===== config.mk =====
export PLATFORM = sky130hd
export DESIGN_NAME = player_action_ctrl
export DESIGN_NICKNAME = d
export VERILOG_FILES = /design/src/rtl/player_action_ctrl.sv
export SDC_FILE = /design/constraint.sdc
export NUM_CORES = 1
export LEC_CHECK = 0
export ABC_AREA = 1
export BUFFER_PORTS_ARGS = -buffer_cell sky130_fd_sc_hd__buf_4
export CAP_MARGIN = 40
export CORE_MARGIN = 5
export CORE_UTILIZATION = 50
export DETAILED_ROUTE_END_ITERATION = 10
export GPL_TIMING_DRIVEN = 0
export PLACE_DENSITY_LB_ADDON = 0.12
export SYNTH_ARGS = -nofsm -noshare
export SYNTH_HDL_FRONTEND = slang
export SYNTH_SLANG_ARGS = --single-unit

===== constraint.sdc =====
create_clock -name i_frame_clk -period 1.65 [get_ports i_frame_clk]
set_clock_uncertainty 0.15 [all_clocks]
set_input_delay 0 -clock i_frame_clk [delete_from_list [all_inputs] [get_ports i_frame_clk]]
set_output_delay 0 -clock i_frame_clk [all_outputs]
set_load 0.02 [all_outputs]

===== src/rtl/player_action_ctrl.sv =====
// Player action controller: keycode edge detection, run/jump/fall physics, dash and attack timing.
// Optional macro DOUBLE_JUMP_EN grants one extra airborne jump, re-armed on landing or reset.
module player_action_ctrl #(
    parameter int RUN_SPEED     = 2,
    parameter int JUMP_SPEED    = 8,
    parameter int GRAVITY       = 1,
    parameter int MAX_FALL      = 6,
    parameter int DASH_SPEED    = 6,
    parameter int DASH_FRAMES   = 8,
    parameter int DASH_COOLDOWN = 20,
    parameter int ATTACK_FRAMES = 6
) (
    input  logic              i_frame_clk,
    input  logic              i_reset,
    input  logic [7:0]        i_keycode,
    input  logic              i_on_ground,
    input  logic              i_wall_hit,
    output logic signed [9:0] o_vel_x,
    output logic signed [9:0] o_vel_y,
    output logic              o_facing,
    output logic [2:0]        o_state,
    output logic              o_attack_active
);
    typedef enum logic [2:0] {
        ST_IDLE   = 3'd0,
        ST_RUN    = 3'd1,
        ST_RISE   = 3'd2,
        ST_FALL   = 3'd3,
        ST_DASH   = 3'd4,
        ST_ATTACK = 3'd5
    } state_t;

    localparam logic [7:0] KEY_LEFT   = 8'h04;
    localparam logic [7:0] KEY_RIGHT  = 8'h07;
    localparam logic [7:0] KEY_JUMP   = 8'h1A;
    localparam logic [7:0] KEY_ATTACK = 8'h0D;
    localparam logic [7:0] KEY_DASH   = 8'h0E;

    localparam logic signed [9:0] C_RUN      = 10'(RUN_SPEED);
    localparam logic signed [9:0] C_JUMP     = 10'(JUMP_SPEED);
    localparam logic signed [9:0] C_GRAVITY  = 10'(GRAVITY);
    localparam logic signed [9:0] C_MAX_FALL = 10'(MAX_FALL);
    localparam logic signed [9:0] C_DASH     = 10'(DASH_SPEED);
    localparam logic [7:0]        C_DASH_LAST = 8'(DASH_FRAMES - 1);
    localparam logic [7:0]        C_ATK_LAST  = 8'(ATTACK_FRAMES - 1);
    localparam logic [7:0]        C_COOLDOWN  = 8'(DASH_COOLDOWN);

    state_t            r_state;
    logic signed [9:0] r_vel_x;
    logic signed [9:0] r_vel_y;
    logic              r_facing;
    logic              r_attack_active;
    logic [7:0]        r_prev_key;
    logic [7:0]        r_dash_cnt;
    logic [7:0]        r_atk_cnt;
    logic [7:0]        r_cooldown;
`ifdef DOUBLE_JUMP_EN
    logic              r_dj_avail;
`endif

    logic              w_left;
    logic              w_right;
    logic              w_dir;
    logic              w_jump_req;
    logic              w_attack_req;
    logic              w_dash_req;
    logic              w_dash_ok;
    logic              w_wall_block;
    logic              w_air_jump;
    logic              w_facing_n;
    logic signed [9:0] w_steer_vx;
    logic signed [9:0] w_vy_grav;
    logic signed [9:0] w_vy_fall;
    state_t            w_ground_state;

    assign w_left       = (i_keycode == KEY_LEFT);
    assign w_right      = (i_keycode == KEY_RIGHT);
    assign w_dir        = w_left || w_right;
    assign w_jump_req   = (i_keycode == KEY_JUMP)   && (r_prev_key != KEY_JUMP);
    assign w_attack_req = (i_keycode == KEY_ATTACK) && (r_prev_key != KEY_ATTACK);
    assign w_dash_req   = (i_keycode == KEY_DASH)   && (r_prev_key != KEY_DASH);
    assign w_dash_ok    = w_dash_req && (r_state != ST_DASH) && (r_cooldown == 8'd0);

    // Pushing into a touched wall (requested side equals current facing) produces no motion.
    assign w_wall_block = i_wall_hit && ((w_left && !r_facing) || (w_right && r_facing));
    assign w_steer_vx   = w_wall_block ? 10'sd0 : (w_left ? -C_RUN : (w_right ? C_RUN : 10'sd0));
    assign w_facing_n   = w_left ? 1'b0 : (w_right ? 1'b1 : r_facing);
    assign w_vy_grav    = r_vel_y + C_GRAVITY;
    assign w_vy_fall    = (w_vy_grav > C_MAX_FALL) ? C_MAX_FALL : w_vy_grav;
    assign w_ground_state = w_dir ? ST_RUN : ST_IDLE;

`ifdef DOUBLE_JUMP_EN
    assign w_air_jump = w_jump_req && r_dj_avail;
`else
    assign w_air_jump = 1'b0;
`endif

    // Action state machine with all outputs held in registers.
    always_ff @(posedge i_frame_clk or posedge i_reset) begin
        if (i_reset) begin
            r_state         <= ST_IDLE;
            r_vel_x         <= 10'sd0;
            r_vel_y         <= 10'sd0;
            r_facing        <= 1'b1;
            r_attack_active <= 1'b0;
            r_prev_key      <= 8'h00;
            r_dash_cnt      <= 8'd0;
            r_atk_cnt       <= 8'd0;
            r_cooldown      <= 8'd0;
`ifdef DOUBLE_JUMP_EN
            r_dj_avail      <= 1'b1;
`endif
        end else begin
            r_prev_key <= i_keycode;
            if (r_cooldown != 8'd0) begin
                r_cooldown <= r_cooldown - 8'd1;
            end
            if (w_dash_ok) begin
                r_state         <= ST_DASH;
                r_vel_x         <= r_facing ? C_DASH : -C_DASH;
                r_vel_y         <= 10'sd0;
                r_attack_active <= 1'b0;
                r_dash_cnt      <= C_DASH_LAST;
                r_atk_cnt       <= 8'd0;
            end else begin
                case (r_state)
                    ST_IDLE, ST_RUN: begin
`ifdef DOUBLE_JUMP_EN
                        r_dj_avail <= 1'b1;
`endif
                        if (w_attack_req) begin
                            r_state         <= ST_ATTACK;
                            r_vel_x         <= 10'sd0;
                            r_vel_y         <= 10'sd0;
                            r_attack_active <= 1'b1;
                            r_atk_cnt       <= C_ATK_LAST;
                        end else if (w_jump_req && i_on_ground) begin
                            r_state  <= ST_RISE;
                            r_vel_x  <= w_steer_vx;
                            r_vel_y  <= -C_JUMP;
                            r_facing <= w_facing_n;
                        end else if (!i_on_ground) begin
                            r_state  <= ST_FALL;
                            r_vel_x  <= w_steer_vx;
                            r_vel_y  <= 10'sd0;
                            r_facing <= w_facing_n;
                        end else begin
                            r_state  <= w_ground_state;
                            r_vel_x  <= w_steer_vx;
                            r_vel_y  <= 10'sd0;
                            r_facing <= w_facing_n;
                        end
                    end
                    ST_RISE: begin
                        r_vel_x  <= w_steer_vx;
                        r_facing <= w_facing_n;
                        if (w_air_jump) begin
                            r_vel_y <= -C_JUMP;
`ifdef DOUBLE_JUMP_EN
                            r_dj_avail <= 1'b0;
`endif
                        end else begin
                            r_vel_y <= w_vy_fall;
                            r_state <= w_vy_grav[9] ? ST_RISE : ST_FALL;
                        end
                    end
                    ST_FALL: begin
                        r_vel_x  <= w_steer_vx;
                        r_facing <= w_facing_n;
                        if (i_on_ground) begin
                            r_state <= w_ground_state;
                            r_vel_y <= 10'sd0;
                        end else if (w_air_jump) begin
                            r_state <= ST_RISE;
                            r_vel_y <= -C_JUMP;
`ifdef DOUBLE_JUMP_EN
                            r_dj_avail <= 1'b0;
`endif
                        end else begin
                            r_vel_y <= w_vy_fall;
                        end
                    end
                    ST_DASH: begin
                        if ((r_dash_cnt == 8'd0) || i_wall_hit) begin
                            r_state    <= i_on_ground ? ST_IDLE : ST_FALL;
                            r_vel_x    <= 10'sd0;
                            r_vel_y    <= 10'sd0;
                            r_dash_cnt <= 8'd0;
                            r_cooldown <= C_COOLDOWN;
                        end else begin
                            r_dash_cnt <= r_dash_cnt - 8'd1;
                        end
                    end
                    ST_ATTACK: begin
                        if (r_atk_cnt == 8'd0) begin
                            r_state         <= w_ground_state;
                            r_vel_x         <= w_steer_vx;
                            r_facing        <= w_facing_n;
                            r_attack_active <= 1'b0;
                        end else begin
                            r_atk_cnt <= r_atk_cnt - 8'd1;
                        end
                    end
                    default: begin
                        r_state         <= ST_IDLE;
                        r_vel_x         <= 10'sd0;
                        r_vel_y         <= 10'sd0;
                        r_attack_active <= 1'b0;
                    end
                endcase
            end
        end
    end

    assign o_vel_x         = r_vel_x;
    assign o_vel_y         = r_vel_y;
    assign o_facing        = r_facing;
    assign o_state         = r_state;
    assign o_attack_active = r_attack_active;

endmodule


After elaboration in Yosys (flattened, before gate mapping). Index checks and enable logic that the tools add are counted.

Word-level logic and storage cells: 114. Input bits: 12. Bits in registers: 57. Output and inout bits: 25.

Magnitude comparators: 1. Bitwise operators: 1. Add/sub/neg operators: 4. Reduce and logical (&&, ||, !) cells: 30. Mux-type cells: 46. Equality and inequality tests: 23.

Operator list (number): $mux 10 (12); $mux 8 (10); $pmux 10 s5 (1); $pmux 10 s4 (1); $logic_not 8->1 (3); $sub 8x1->8 const B (3); $ne 3x3->1 const B (6); $eq 8x3->1 const B (2); $eq 8x4->1 const B (2); $ne 8x4->1 const B (2); $pmux 8 s2 (1); $mux 3 (5); $pmux 3 s5 (1); $add 10x2->10 const B (1); $gt 10x4->1 const B (1); $logic_and 1x1->1 (9); $mux 1 (9); $reduce_and 3->1 (3); $eq 8x5->1 const B (1); $mux 2 (4); $ne 8x5->1 const B (1); $reduce_bool 8->1 (1); $eq 3x2->1 const B (2); $eq 3x3->1 const B (2); other kinds (14) (22).

Logic depth before layout (Yosys ltp).
Word-level depth: 8. Mapped depth: 12. Gate-level depth less buffers: 12.

Least setup slack after synthesis. No wires, ideal clock.

Path kind: register to register. Start point: reg r_vel_y[0] (netlist: o_vel_y[0]). End point: reg r_vel_y[2] (netlist: o_vel_y[2]). Data arrival time: 1576 ps. Clock period less this slack: 1843 ps. Setup time: 117 ps. Data required time: 1383 ps. Stages on the path, launching flop included: 13. Path buffers: 0. Path slack: -193 ps. Path through: dfrtp_1 -> ha_1 -> nand2_1 -> nor2_1 -> nand2_1 -> nand2_1 -> nand2_1 -> nor2_1 -> nand3_1 -> nand2_2 -> nand2_1 -> nand2_1 -> nand2_1.

Cells in the longest elaborated chain, start to end: 6.

RTL lines: from (decl) (RTL line 50) `logic signed [9:0] r_vel_y;`; from (signal assigned) (RTL line 140) `r_vel_y <= -C_JUMP;`; from (signal assigned) (RTL line 158) `r_vel_y <= -C_JUMP;`; from (signal assigned) (RTL line 163) `r_vel_y <= w_vy_fall;`; $add 10x2->10 (*) (RTL line 88) `assign w_vy_grav = r_vel_y + C_GRAVITY;`; $gt 10x4->1 (RTL line 89) `assign w_vy_fall = (w_vy_grav > C_MAX_FALL) ? C_MAX_FALL : w_vy_grav;`; $mux 10 (*) (RTL line 89); $mux 10 (RTL line 170) `if (i_on_ground) begin`; $pmux 10 s5 (*) (RTL line 126) `case (r_state)`; $mux 10 (*) (RTL line 118) `if (w_dash_ok) begin`.

Mark *: on every way between the ends. The rest lies on a longest branch, timed or not. A chain may end at the register's enable or synchronous reset.

Worst setup path after layout.
Start point: reg r_cooldown[5]. End point: reg r_vel_y[4] (netlist: o_vel_y[4]).

Cells in the longest elaborated chain, start to end: 4. Elaborated cells on any way between the ends: 6. Those cells by class: eq/ne (2); mux (1); reduce/logical (3).

RTL lines: from (decl) (RTL line 56) `logic [7:0] r_cooldown;`; from (signal assigned) (RTL line 116) `r_cooldown <= r_cooldown - 8'd1;`; $logic_not 8->1 (*) (RTL line 82) `assign w_dash_ok = w_dash_req && (r_state != ST_DASH) && (r_cooldown == 8'd0);`; $logic_and 1x1->1 (*) (RTL line 82); $ne 3x3->1 (no source line) or $ne 2x2->1 (tied branches); $reduce_and 2->1 (no source line).

Marked as above.

==> key figures <==
GRT
  – Vias in the first global route: a little over 3000
  – Final global-route overflow total: 0
  – All-layer global routing usage: between 10% and 20%
  – Initial antenna violation count: 0
  – Largest net degree at the start of global routing: 39
  – Global-route wire length before repair: approximately 14 mm

Critical path
  – Worst setup SP type: flip-flop
  – FF-to-FF Start: r_cooldown[5]
  – Classification of the worst setup path: flip-flop to flip-flop
  – Worst Path Required: 1700 ps
  – CP max FO: 10
  – WP data arrival: 1870 ps
  – Reg2reg end: o_vel_y[4]
  – R2r worst-path depth: 8
  – Setup crit start: r_cooldown[5]
  – R2R setup slack: -170 ps
  – Worst Setup End Kind: flip-flop

Placed design
  – GP Congestion: 0.895
  – Hpwl dp: between 5 and 6 mm
  – Port Buf Inserts: 35
  – Place WS: -277 ps

Timing
  – Setup_tns: -3630 ps
  – Final Setup Violations: 36
  – Max-slew violations: 0
  – Final Hold Viols: 0
  – Post-route minimum period: 1820 ps
  – Final period util: 110%
  – Unrepaired setup endpoints after global routing: true
  – Max Fclk: 550 MHz
  – Worst rel slew slack: around 64%
  – Worst-Margin Slew: 534 ps
  – Setup WS post-layout: -170 ps

Clocking
  – H-tree Lvls: 2
  – Clk pin slew, worst setup/hold paths: approximately 100 ps
  – Root Buffer: clkbuf_8
  – Total clock buffers created by CTS: 5
  – TritonCTS clock tree: built
  – Clock buffer depth: 2
  – Worst-skew pair later-pin latency: between 300 and 400 ps
  – Clock sinks: 50

Detailed routing
  – Post-Route WL: between 8 and 9 mm
  – Pre-Repair DR Iteration Count: 4
  – Initial drt markers: 96
  – Vias per cell: 5.19
  – DRC: 0
  – Routed length per instance: 13.5 µm
  – Total number of vias: 3160
  – Post-DRT Antenna Nets: 0

Power
  – Clock Power Share: 19.9%
  – Combinational power share: 41.5%
  – Net switching power: 1.69 mW
  – Int Power: 2.70 mW
  – Leakage power: 2.19 nW
  – Maximum vdd drop: 0.595 mV
  – Switching Fraction: 38.5%
  – Pwr dens: ~1000 nW/µm²
  – Register share of total power: between 30 and 40%

Finish
  – Final #Nets: 551
  – Number of diodes: 0
  – Area grow syn2layout: 34.2%
  – Most common cell after layout, fill and taps aside: nand2_1
  – End-of-flow core utilization: 68.5%
  – Ratio of cells with drive above 1 in the final layout: 31.4%
  – Most frequent cells in the layout: 109 x nand2_1, 69 x buf_4, 54 x inv_1

Synthesis
  – Cells after Synth: 445
  – Post-synthesis compound-gate area fraction: 7.66%
  – Simple-gate share of the synthesized area: between 30% and 40%
  – Largest family of logic cells by synthesized area: simple AND/OR/NAND/NOR gates
  – Area share of the largest cell type after synthesis: 38.3%
  – Top cells by area, synth: dfrtp_1 38%, nand2_1 14%, inv_1 7.4%
  – Syn_nets: 465
  – Post-synthesis mux area share: 0%
  – Xor-xnor portion of the synthesized cell area: 3.01%
  – Post-synth top area cell: dfrtp_1
  – Synth unique cells: 36
  – Mean area per synthesized cell: 7.20 µm²
  – Synth Cell Area: 3200 µm²
  – Sequential share of the synthesized area: 39.1%
  – YS warnings: 0
  – Flops & latches, synth: 50
  – Synth Area in Adders: 3.13%

Die
  – Site row count: 29
  – CORE AREA: 6280 µm²
  – IO Count: 37
  – Die X: 90.0 µm
  – Initial core utilization: 51.0%
  – Die area: 8110 µm²
  – Die height: 90.0 µm

Run status
  – Status: finished, violations left
  – Failing checks: setup timing

Worst hold path
  – Hold WC Path Type: primary input to asynchronous set/reset pin

Job
  – Number of max-cap violations: 0
==> per-stage QoR <==
| step | cells | cell area [µm²] | power (mW) | hold WS, ps |
|---|---|---|---|---|
| after global routing | 609 | 4300 | 4.70 | 84.0 |
| final | 609 | 4300 | 4.39 | 38.7 |
| after global placement | 557 | 3630 | 3.09 | -24.5 |
| after detailed placement | 558 | 3650 | 3.14 | -170 |
| after CTS | 598 | 4130 | 4.21 | 46.5 |
| after floorplan | 445 | 3270 | 2.77 | -119 |
==> area by class of cell <==
class,count,area [µm²]
clock buffer,5,68.8
buffer,10,83.8
sequential,50,1260
multi-input combinational,318,1830
clock inverter,3,40.0
timing repair buffer,78,649
inverter,68,269
fill,534,1980
tap,77,96.3
==> critical path, cell delays in order, from the launching register on <==
cell and delay, ps:
dfrtp_1 420, nor2_1 130, nand2_1 120, nor2_4 160, nand2_4 80, nor2_8 190, o21ai_2 180, a21oi_1 200
nand2_1 70
==> registers in the layout, indices dropped and copies added, names as in the netlist <==
name	cells
r_cooldown	8
r_dash_cnt	8
r_prev_key	8
o_vel_x	3
o_vel_y	10
r_atk_cnt	8
o_state	3
o_facing	1
o_attack_active	1
==> per-layer routing <==
| metal | share of wire (%) | up-vias | routed length (µm) | GRT usage, % |
|---|---|---|---|---|
| li1 | - | 1592 | - | - |
| met1 | 43 | 1494 | 3560 | 25.1 |
| met2 | 52 | 64 | 4270 | 34.8 |
| met3 | 3.6 | 10 | 295 | 3.59 |
| met4 | 1.3 | 0 | 110 | 5.83 |
| met5 | 0 | - | 0 | 0 |
==> kinds of logic (layout without fill, tap and decap cells) <==
group | after synthesis | after routing
buffers and inverters | 78 | 164
AO/OA/AOI/OAI | 43 | 43
AND/OR/NAND/NOR | 254 | 255
XOR/XNOR | 11 | 11
other | 1 | 1
adder cells (fa/ha/maj) | 8 | 8
flip-flops | 50 | 50
==> power groups by stage <==
stage	clock network [mW]	logic (mW)	registers [mW]
floorplan	0	1.03	1.75
global placement	0	1.38	1.71
detailed placement	0	1.42	1.72
CTS	0.892	1.63	1.69
global route	0.941	2.04	1.72
finish	0.875	1.82	1.69
==> synthesized netlist by cell type, drive strengths merged <==
| library cell | count |
|---|---|
| nor4 | 1 |
| nand2 | 121 |
| nand3b | 3 |
| or2 | 3 |
| xnor2 | 1 |
| a21oi | 17 |
| o221ai | 1 |
| o21bai | 1 |
| nand3 | 42 |
| nor3 | 17 |
| inv | 68 |
| dfstp | 1 |
| dfrtp | 49 |
| ha | 8 |
| buf | 10 |
| conb | 1 |
| o21ai | 18 |
| xor2 | 10 |
| a211oi | 1 |
| nand4 | 14 |
| nor2 | 53 |
| o22ai | 5 |
==> how the worst max path moves through the flow <==
stage | endpoint | slack, ps
detailed placement | o_vel_x[8] | -280
finish | o_vel_y[4] | -170
CTS | r_atk_cnt[5] | -100
floorplan | r_atk_cnt[4] | -40
global placement | o_state[2] | -570
global route | o_state[1] | -260
==> repair_timing <==
| action | in CTS | in global routing |
|---|---|---|
| setup buffers | 19 | 11 |
| hold buffers | 11 | 0 |
| hold endpoints to repair | 63 | 0 |
| resized for setup | 24 | 30 |
| gates cloned | 2 | 0 |
| pin swaps | 13 | 8 |
| endpoints found under the setup margin | 32 | 42 |
No activity file was read; power rests on OpenSTA's default activity.
